===== src/rtl/regfile_write_port.sv =====
// Buffered write port for a 32 x 32-bit register bank, with a sequenced bank clear.
// Define REGFILE_R0_ZERO_EN to hardwire register 0 to zero.
module regfile_write_port #(
    parameter int unsigned DEPTH = 4
) (
    input  logic                     clk,
    input  logic                     reset_n,
    input  logic                     WrValid,
    output logic                     WrReady,
    input  logic [4:0]               WriteRegister,
    input  logic [31:0]              WriteData,
    input  logic                     ClearReq,
    output logic                     Busy,
    output logic [$clog2(DEPTH):0]   Pending,
    output logic [31:0]              Reg0,
    output logic [31:0]              Reg1,
    output logic [31:0]              Reg2,
    output logic [31:0]              Reg3,
    output logic [31:0]              Reg4,
    output logic [31:0]              Reg5,
    output logic [31:0]              Reg6,
    output logic [31:0]              Reg7,
    output logic [31:0]              Reg8,
    output logic [31:0]              Reg9,
    output logic [31:0]              Reg10,
    output logic [31:0]              Reg11,
    output logic [31:0]              Reg12,
    output logic [31:0]              Reg13,
    output logic [31:0]              Reg14,
    output logic [31:0]              Reg15,
    output logic [31:0]              Reg16,
    output logic [31:0]              Reg17,
    output logic [31:0]              Reg18,
    output logic [31:0]              Reg19,
    output logic [31:0]              Reg20,
    output logic [31:0]              Reg21,
    output logic [31:0]              Reg22,
    output logic [31:0]              Reg23,
    output logic [31:0]              Reg24,
    output logic [31:0]              Reg25,
    output logic [31:0]              Reg26,
    output logic [31:0]              Reg27,
    output logic [31:0]              Reg28,
    output logic [31:0]              Reg29,
    output logic [31:0]              Reg30,
    output logic [31:0]              Reg31
);

    localparam int unsigned AW = $clog2(DEPTH);
    localparam logic [AW:0] PtrOne = {{AW{1'b0}}, 1'b1};

    typedef enum logic [1:0] {StIdle, StDrain, StClear} state_e;

    state_e      state_q, state_d;
    logic        clr_pending_q, clr_pending_d;
    logic [4:0]  clr_cnt_q, clr_cnt_d;

    logic [AW:0] wr_ptr_q, rd_ptr_q;
    logic [4:0]  fifo_reg  [DEPTH];
    logic [31:0] fifo_data [DEPTH];
    logic        full, empty, push, pop, last_pop;

    logic [31:0] regs_q [32];
    logic [31:0] we;
    logic [31:0] wdata;

    // Extra MSB on the pointers separates full from empty.
    assign empty    = (wr_ptr_q == rd_ptr_q);
    assign full     = (wr_ptr_q[AW] != rd_ptr_q[AW]) &&
                      (wr_ptr_q[AW-1:0] == rd_ptr_q[AW-1:0]);
    assign WrReady  = !full && (state_q == StIdle) && !clr_pending_q;
    assign push     = WrValid && WrReady;
    assign pop      = !empty && ((state_q == StIdle) || (state_q == StDrain));
    assign last_pop = pop && ((rd_ptr_q + PtrOne) == wr_ptr_q);
    assign Pending  = wr_ptr_q - rd_ptr_q;
    assign Busy     = (state_q != StIdle);

    always_ff @(posedge clk or negedge reset_n) begin
        if (!reset_n) begin
            wr_ptr_q <= '0;
            rd_ptr_q <= '0;
        end else begin
            if (push) wr_ptr_q <= wr_ptr_q + PtrOne;
            if (pop)  rd_ptr_q <= rd_ptr_q + PtrOne;
        end
    end

    always_ff @(posedge clk) begin
        if (push) begin
            fifo_reg[wr_ptr_q[AW-1:0]]  <= WriteRegister;
            fifo_data[wr_ptr_q[AW-1:0]] <= WriteData;
        end
    end

    always_comb begin
        state_d       = state_q;
        clr_pending_d = clr_pending_q;
        clr_cnt_d     = clr_cnt_q;
        unique case (state_q)
            StIdle: begin
                if (ClearReq) begin
                    clr_pending_d = 1'b1;
                    clr_cnt_d     = '0;
                    state_d       = empty ? StClear : StDrain;
                end
            end
            StDrain: begin
                // Nothing is pushed here, so the queue only shrinks.
                if (empty || last_pop) begin
                    clr_cnt_d = '0;
                    state_d   = StClear;
                end
            end
            StClear: begin
                clr_cnt_d = clr_cnt_q + 5'd1;
                if (clr_cnt_q == 5'd31) begin
                    state_d       = StIdle;
                    clr_pending_d = 1'b0;
                end
            end
            default: state_d = StIdle;
        endcase
    end

    always_ff @(posedge clk or negedge reset_n) begin
        if (!reset_n) begin
            state_q       <= StIdle;
            clr_pending_q <= 1'b0;
            clr_cnt_q     <= '0;
        end else begin
            state_q       <= state_d;
            clr_pending_q <= clr_pending_d;
            clr_cnt_q     <= clr_cnt_d;
        end
    end

    always_comb begin
        we    = '0;
        wdata = fifo_data[rd_ptr_q[AW-1:0]];
        if (state_q == StClear) begin
            we[clr_cnt_q] = 1'b1;
            wdata         = '0;
        end else if (pop) begin
            we[fifo_reg[rd_ptr_q[AW-1:0]]] = 1'b1;
        end
`ifdef REGFILE_R0_ZERO_EN
        // Writes to r0 still pop, but never reach the bank.
        we[0] = 1'b0;
`endif
    end

    always_ff @(posedge clk or negedge reset_n) begin
        if (!reset_n) begin
            for (int i = 0; i < 32; i++) regs_q[i] <= '0;
        end else begin
            for (int i = 0; i < 32; i++) begin
                if (we[i]) regs_q[i] <= wdata;
            end
        end
    end

    assign Reg0  = regs_q[0];
    assign Reg1  = regs_q[1];
    assign Reg2  = regs_q[2];
    assign Reg3  = regs_q[3];
    assign Reg4  = regs_q[4];
    assign Reg5  = regs_q[5];
    assign Reg6  = regs_q[6];
    assign Reg7  = regs_q[7];
    assign Reg8  = regs_q[8];
    assign Reg9  = regs_q[9];
    assign Reg10 = regs_q[10];
    assign Reg11 = regs_q[11];
    assign Reg12 = regs_q[12];
    assign Reg13 = regs_q[13];
    assign Reg14 = regs_q[14];
    assign Reg15 = regs_q[15];
    assign Reg16 = regs_q[16];
    assign Reg17 = regs_q[17];
    assign Reg18 = regs_q[18];
    assign Reg19 = regs_q[19];
    assign Reg20 = regs_q[20];
    assign Reg21 = regs_q[21];
    assign Reg22 = regs_q[22];
    assign Reg23 = regs_q[23];
    assign Reg24 = regs_q[24];
    assign Reg25 = regs_q[25];
    assign Reg26 = regs_q[26];
    assign Reg27 = regs_q[27];
    assign Reg28 = regs_q[28];
    assign Reg29 = regs_q[29];
    assign Reg30 = regs_q[30];
    assign Reg31 = regs_q[31];

endmodule


===== config.mk =====
export PLATFORM = sky130hd
export DESIGN_NAME = regfile_write_port
export DESIGN_NICKNAME = d
export VERILOG_FILES = /design/src/rtl/regfile_write_port.sv
export SDC_FILE = /design/constraint.sdc
export NUM_CORES = 1
export LEC_CHECK = 0
export ABC_CLOCK_PERIOD_IN_PS = 4600
export BUFFER_PORTS_ARGS = -buffer_cell sky130_fd_sc_hd__buf_2
export CORE_AREA = 2 2 422 424
export CTS_BUF_LIST = sky130_fd_sc_hd__clkbuf_8
export CTS_CLUSTER_DIAMETER = 150
export DETAILED_ROUTE_END_ITERATION = 12
export DIE_AREA = 0 0 424 426
export PLACE_DENSITY = 0.44
export SLEW_MARGIN = 20
export SYNTH_ARGS = -nofsm -noshare
export SYNTH_HDL_FRONTEND = slang
export SYNTH_SLANG_ARGS = --single-unit

===== constraint.sdc =====
create_clock -name clk -period 4.6 [get_ports clk]
set_clock_uncertainty 0.1 [all_clocks]
set_input_delay 0.69 -clock clk [delete_from_list [all_inputs] [get_ports clk]]
set_output_delay 0.69 -clock clk [all_outputs]
set_load 0.01 [all_outputs]

==> results of run 1 <==
power groups by stage:
stage	clock (mW)	sequential (mW)	combinational, mW
2_1_floorplan	0	18.7	7.14
3_3_place_gp	0	16.9	19.8
3_5_place_dp	0	17.0	20.0
4_1_cts	10.2	16.8	20.0
5_1_grt	10.7	17.4	20.9
6_report	9.94	16.9	19.6
cell usage after synthesis, drive strengths merged (5+ instances only):
cell type and count:
and2 5, and3b 7, buf 113, clkbuf 209
dfrtp 1038, edfxtp 148, ha 12, inv 10
mux2i 1024, mux4 37, nand2 1096, nand3 13
nor2 7, nor3 18, o21ai 5, xnor2 5
logic make-up after synthesis:
kind of cell,after synthesis
fa+ha+maj,13
simple gates,1166
buf+inv,332
flops,1186
mux,1062
compound gates,20
xor+xnor,10
cell usage in the layout (no fill, tap or decap), drive strengths merged, types with 4 or more instances in the layout:
| cell | instances |
|---|---|
| clkinv | 22 |
| xnor2 | 5 |
| nand2b | 4 |
| mux4 | 37 |
| nand2 | 1096 |
| nor2b | 4 |
| nor2 | 7 |
| diode | 11 |
| dlygate4sd3 | 40 |
| buf | 1208 |
| dfrtp | 1038 |
| mux2i | 1024 |
| ha | 12 |
| clkbuf | 263 |
| nand4 | 4 |
| nor3 | 18 |
| and2 | 5 |
| o21ai | 5 |
| clkinvlp | 5 |
| inv | 87 |
| nand3 | 13 |
| edfxtp | 148 |
| and3b | 7 |
| xor2 | 4 |
area by class of cell:
type                            count  area [sq um]
Antenna cell                       11          27.5
Clock buffer                      263          3620
Clock inverter                    106           572
Fill cell                       18000        114000
Inverter                           10          37.5
Multi-Input combinational cell   2271         16500
Sequential cell                  1186         30400
Tap cell                         2340          2930
Timing Repair Buffer             1248          7100
routing by layer:
layer  up-vias  GRT usage, %
met5         -             0
met4         0          9.13
met3       340          5.26
met2      1101          40.1
met1     17700          27.5
li1      15000             -
critical path: stages, from the launching register on:
cell and delay (ns):
dfrtp_2 0.51, buf_4 0.44, ha_1 0.41, nand2_1 0.19, o21a_1 0.19, buf_2 0.21
final timing paths:
path,to,slack (ns),depth (start not counted)
max,WrReady,0.89,5
min,Reg20[15]$_DFFE_PN0P_,0.30,2
max reg2reg,Reg6[6]$_DFFE_PN0P_,1.25,8
min reg2reg,Reg5[13]$_DFFE_PN0P_,0.42,2
max in group asynchronous,Reg16[5]$_DFFE_PN0P_,2.81,4
min in group clk,Reg5[13]$_DFFE_PN0P_,0.42,2
==> impl_metrics.json, run 1 <==
{
  "outcome": "complete, no violations",
  "ant_nets": 0,
  "syn_area_sq_mm": 0.0484,
  "clockBufferDepth": 3,
  "post-route-period-util_pct": 80.7,
  "drt_iter0_markers": 2094,
  "pwr-share-seq_pct": 36.4,
  "worstMarginPinSlew_ns": 1.10,
  "synth.area.mux_share_pct": 22.9,
  "die_x_microns": 424,
  "cts_tree": "yes",
  "synth_top_family_by_area": "multiplexers",
  "rr_startpoint": "rd_ptr_q[0]$_DFFE_PN0P_",
  "design_area_sq_mm": 0.0613,
  "synth_simple_gate_area_share_pct": 9.98,
  "htreeDepth": 4,
  "rsz0062_at_grt": "no",
  "yosysWarnings": 0,
  "wl_per_cell_microns": 28.5,
  "critPathArrivalTime_ns": 2.92,
  "synth_fa_ha_area_share_pct": 0.351,
  "core_sq_mm": 0.176,
  "cts_buffers": 211,
  "grt_max_degree": 107,
  "drc_errors": 0,
  "period_needed_ns": 3.71,
  "grt_pass1_vias": 35400,
  "intPower_mw": 26.4,
  "grt_pass1_wl_microns": 293000,
  "cts_root_buf": "clkbuf_8",
  "p_leak_nw": 32.7,
  "crit_start": "rd_ptr_q[0]$_DFFE_PN0P_",
  "area_delta_synth_final_pct": 26.5,
  "cts_hold_buf": 40,
  "synth_edf_count": 148,
  "fmax_mhz": 269,
  "met3_length_microns": 11300,
  "hold_slack_ns": 0.304,
  "path_class": "register to output pin",
  "final_util_pct": 34.9,
  "final_cells": 7435,
  "final.setup.tns_ns": 0,
  "place_congestion": 0.793,
  "syn_avg_cell_area_sq_um": 12.8,
  "cts_setup_buffers": 0,
  "vias": 34200,
  "cts_resized": 0,
  "path_clk_slew_ns": 0.06,
  "ys_seq_area_share_pct": 62.8,
  "dr.pass1.iters": 5,
  "dieArea_sq_mm": 0.181,
  "largest_reg_flops": 128,
  "p_per_area_mw_per_mm2": 757,
  "routed.top_layer": "met4",
  "gr-total-overflow": 0,
  "fin_nets": 4982,
  "routed_wirelength_microns": 212000,
  "setup_viol": 0,
  "setup_ws_ns": 0.887,
  "syn-num-nets": 3843,
  "synthArstFlopShare_pct": 87.5,
  "synthCells": 3789,
  "io_pins": 1070,
  "yosysTopAreaCellShare_pct": 53.7,
  "pwr-share-comb_pct": 42.2,
  "max_cap_viol_count": 0,
  "ys_seq_elements": 1186,
  "synth_ff_type": "dfrtp_1",
  "place_hpwl_microns": 141000,
  "required_ns": 3.81,
  "port_buffers": 1069,
  "maxSlewViolCount": 0,
  "rows": 154,
  "synth_compound_area_share_pct": 0.313,
  "viasPerCell": 4.60,
  "synth_xor_area_share_pct": 0.212,
  "pre_cts_ws_ns": 1.18,
  "hold_viol_final": 0,
  "min_path_type": "primary input to async pin",
  "antenna_found_initial": 17,
  "clock_latency_ns": 0.98,
  "route.met2.wl_microns": 108000,
  "endpoint_kind": "output pin",
  "clkPwrFrac_pct": 21.4,
  "ir_drop_uv": 286,
  "drive_above_1_share_pct": 32.1,
  "fin_total_pwr_mw": 46.4,
  "drt-met1-wl_microns": 84700,
  "critPathLaunchType": "register",
  "placedCellCount": 7015,
  "synthTopCellsByArea": "dfrtp_1, mux2i_1, edfxtp_1, nand2_1, mux4_2",
  "yosys.cell_types.count": 52,
  "start_util_pct": 27.6,
  "path_max_fanout": 20,
  "relSlewSlack_pct": 26.8,
  "clock_sinks": 1186,
  "yosysTopAreaCell": "dfrtp_1",
  "grt_use_total_pct": 23.1,
  "switching_power_mw": 20.0,
  "placed_area_sq_mm": 0.0566,
  "fp.dieH_microns": 426,
  "swShare_pct": 43.0
}
(Power assumes the default switching activity.)
==> run 2: changes to the inputs <==
--- a/config.mk
+++ b/config.mk
@@ -5,14 +5,14 @@
 export SDC_FILE = /design/constraint.sdc
 export NUM_CORES = 1
 export LEC_CHECK = 0
-export ABC_CLOCK_PERIOD_IN_PS = 4600
+export ABC_CLOCK_PERIOD_IN_PS = 3400
 export BUFFER_PORTS_ARGS = -buffer_cell sky130_fd_sc_hd__buf_2
 export CORE_AREA = 2 2 422 424
 export CTS_BUF_LIST = sky130_fd_sc_hd__clkbuf_8
 export CTS_CLUSTER_DIAMETER = 150
 export DETAILED_ROUTE_END_ITERATION = 12
 export DIE_AREA = 0 0 424 426
-export PLACE_DENSITY = 0.44
+export PLACE_DENSITY = 0.46
 export SLEW_MARGIN = 20
 export SYNTH_ARGS = -nofsm -noshare
 export SYNTH_HDL_FRONTEND = slang
==> constraint.sdc (replaced) <==
create_clock -name clk -period 3.4 [get_ports clk]
set_clock_uncertainty 0.1 [all_clocks]
set_input_delay 0.51 -clock clk [delete_from_list [all_inputs] [get_ports clk]]
set_output_delay 0.51 -clock clk [all_outputs]
set_load 0.01 [all_outputs]
==> run 2 against run 1 <==
Effect of this change: total power grew 35%; register-to-register slack worse by 0.84 ns; core utilization increased by 0.29 points; highest routed layer is now met5; hold slack worse by 0.063 ns; sequential share of layout area shrank 0.41 points; die area unchanged.
==> impl_metrics.json, run 2 (same netlist as run 1, synthesis figures left out) <==
{
  "grt_max_degree": 90,
  "ir_drop_uv": 535,
  "area_delta_synth_final_pct": 27.6,
  "core_sq_mm": 0.176,
  "max_cap_viol_count": 0,
  "setup_viol": 0,
  "vias": 34400,
  "relSlewSlack_pct": 34.6,
  "place_congestion": 0.800,
  "start_util_pct": 27.6,
  "crit_path_max_incr_delay_ns": 0.46,
  "cts_root_buf": "clkbuf_8",
  "final_cell_mix": "buf_2, nand2_1, dfrtp_1",
  "ant_nets": 0,
  "grt_pass1_vias": 35600,
  "drt_iter0_markers": 2252,
  "reg2reg_depth": 6,
  "crit_path_top_delay_cell": "fa_1",
  "period_needed_ns": 3.18,
  "cts_buffers": 209,
  "dr.pass1.iters": 5,
  "cp_common_cell": "buf_6",
  "critPathLaunchType": "register",
  "clockBufferDepth": 3,
  "post-route-period-util_pct": 93.6,
  "largest_reg_flops": 128,
  "outcome": "complete, no violations",
  "fin_nets": 5014,
  "viasPerCell": 4.61,
  "grt_use_total_pct": 22.9,
  "cts_tree": "yes",
  "wl_per_cell_microns": 28.2,
  "critPathArrivalTime_ns": 2.57,
  "place_hpwl_microns": 140000,
  "die_x_microns": 424,
  "endpoint_kind": "output pin",
  "whs_path_depth": 2,
  "rsz0062_at_grt": "no",
  "hold_path.startpoint": "WriteData[25]",
  "htreeDepth": 4,
  "gr-total-overflow": 0,
  "path_class": "register to output pin",
  "final_common_cell": "buf_2",
  "crit_chain": "buf_6 -> buf_6 -> fa_1 -> inv_1 -> buf_2",
  "drc_errors": 0,
  "rows": 154,
  "path_max_fanout": 22,
  "grt_pass1_wl_microns": 292000,
  "path_clk_slew_ns": 0.06,
  "r2r_end": "Reg24[29]$_DFFE_PN0P_",
  "worstMarginPinSlew_ns": 0.977,
  "hold_path_end": "fifo_data[2][25]$_DFFE_PP_",
  "min_path_type": "primary input to register",
  "antenna_found_initial": 21,
  "clock_latency_ns": 1.00,
  "p_leak_nw": 32.9,
  "io_pins": 1070,
  "port_buffers": 1069,
  "r2r_slack_ns": 0.41,
  "fmax_mhz": 314,
  "routed_wirelength_microns": 211000,
  "maxSlewViolCount": 0,
  "fp.dieH_microns": 426,
  "p_per_area_mw_per_mm2": 1010,
  "dieArea_sq_mm": 0.181,
  "required_ns": 2.79,
  "final.setup.tns_ns": 0,
  "rr_startpoint": "rd_ptr_q[0]$_DFFE_PN0P_",
  "drive_above_1_share_pct": 32.1,
  "final_util_pct": 35.1,
  "hold_viol_final": 0,
  "clock_sinks": 1186
}
run 2: final cells by class:
| class | count | area, sq um |
|---|---|---|
| clock buffer | 238 | 3280 |
| timing repair buffer | 1282 | 7780 |
| fill | 17700 | 114000 |
| inverter | 10 | 37.5 |
| clock inverter | 124 | 767 |
| antenna | 13 | 32.5 |
| multi-input combinational | 2271 | 16500 |
| tap | 2340 | 2930 |
| sequential | 1186 | 30400 |
run 2: worst max-delay path by stage:
stage	from	endpoint	slack, ns	cells after the start
2_1_floorplan	rd_ptr_q[1]$_DFFE_PN0P_	fifo_data[3][0]$_DFFE_PP_	0.20	7
3_3_place_gp	wr_ptr_q[2]$_DFFE_PN0P_	Reg2[22]$_DFFE_PN0P_	0.37	6
3_5_place_dp	rd_ptr_q[0]$_DFFE_PN0P_	Reg20[30]$_DFFE_PN0P_	0.34	6
4_1_cts	rd_ptr_q[1]$_DFFE_PN0P_	Pending[1]	0.08	5
5_1_grt	rd_ptr_q[2]$_DFFE_PN0P_	WrReady	0.04	3
6_report	rd_ptr_q[1]$_DFFE_PN0P_	Pending[1]	0.22	5
run 2: through the flow:
stage,std cells,total power [mW],setup WS (ns),cell area (sq um),hold WS [ns]
2_1_floorplan,3789,35.0,0.202,48400,0.114
3_3_place_gp,7047,49.6,0.374,57200,0.408
3_5_place_dp,7047,50.0,0.338,57200,0.411
4_1_cts,7451,63.4,0.0782,61700,0.120
5_1_grt,7462,65.9,0.0367,61800,0.140
6_report,7464,62.4,0.217,61800,0.241
run 2: metal layers:
layer,global-route usage (%),share of wire [%],vias up
met5,0,0.0062,-
met4,9.84,4.2,2
met3,4.99,5.0,341
met2,39.4,50,1075
met1,27.5,40,17900
li1,-,-,15100
run 2: power breakdown:
| group | internal, mW | leakage (nW) | switching [mW] |
|---|---|---|---|
| registers | 19.8 | 14.7 | 2.94 |
| clock network | 6.72 | 2.38 | 6.35 |
| logic | 9.10 | 15.8 | 17.5 |
run 2: timing repair:
action	in CTS	in global routing
buffers inserted	0	0
hold buffers	42	0
endpoints found under the setup margin	2	0
gates resized for setup	2	0
endpoints found under the hold margin	587	0
run 2: worst max-delay path: cells and delay by family, from the launching register on:
family	cells	cell delay, ns
buf+inv	4	0.79
flops	1	0.36
fa+ha+maj	1	0.46
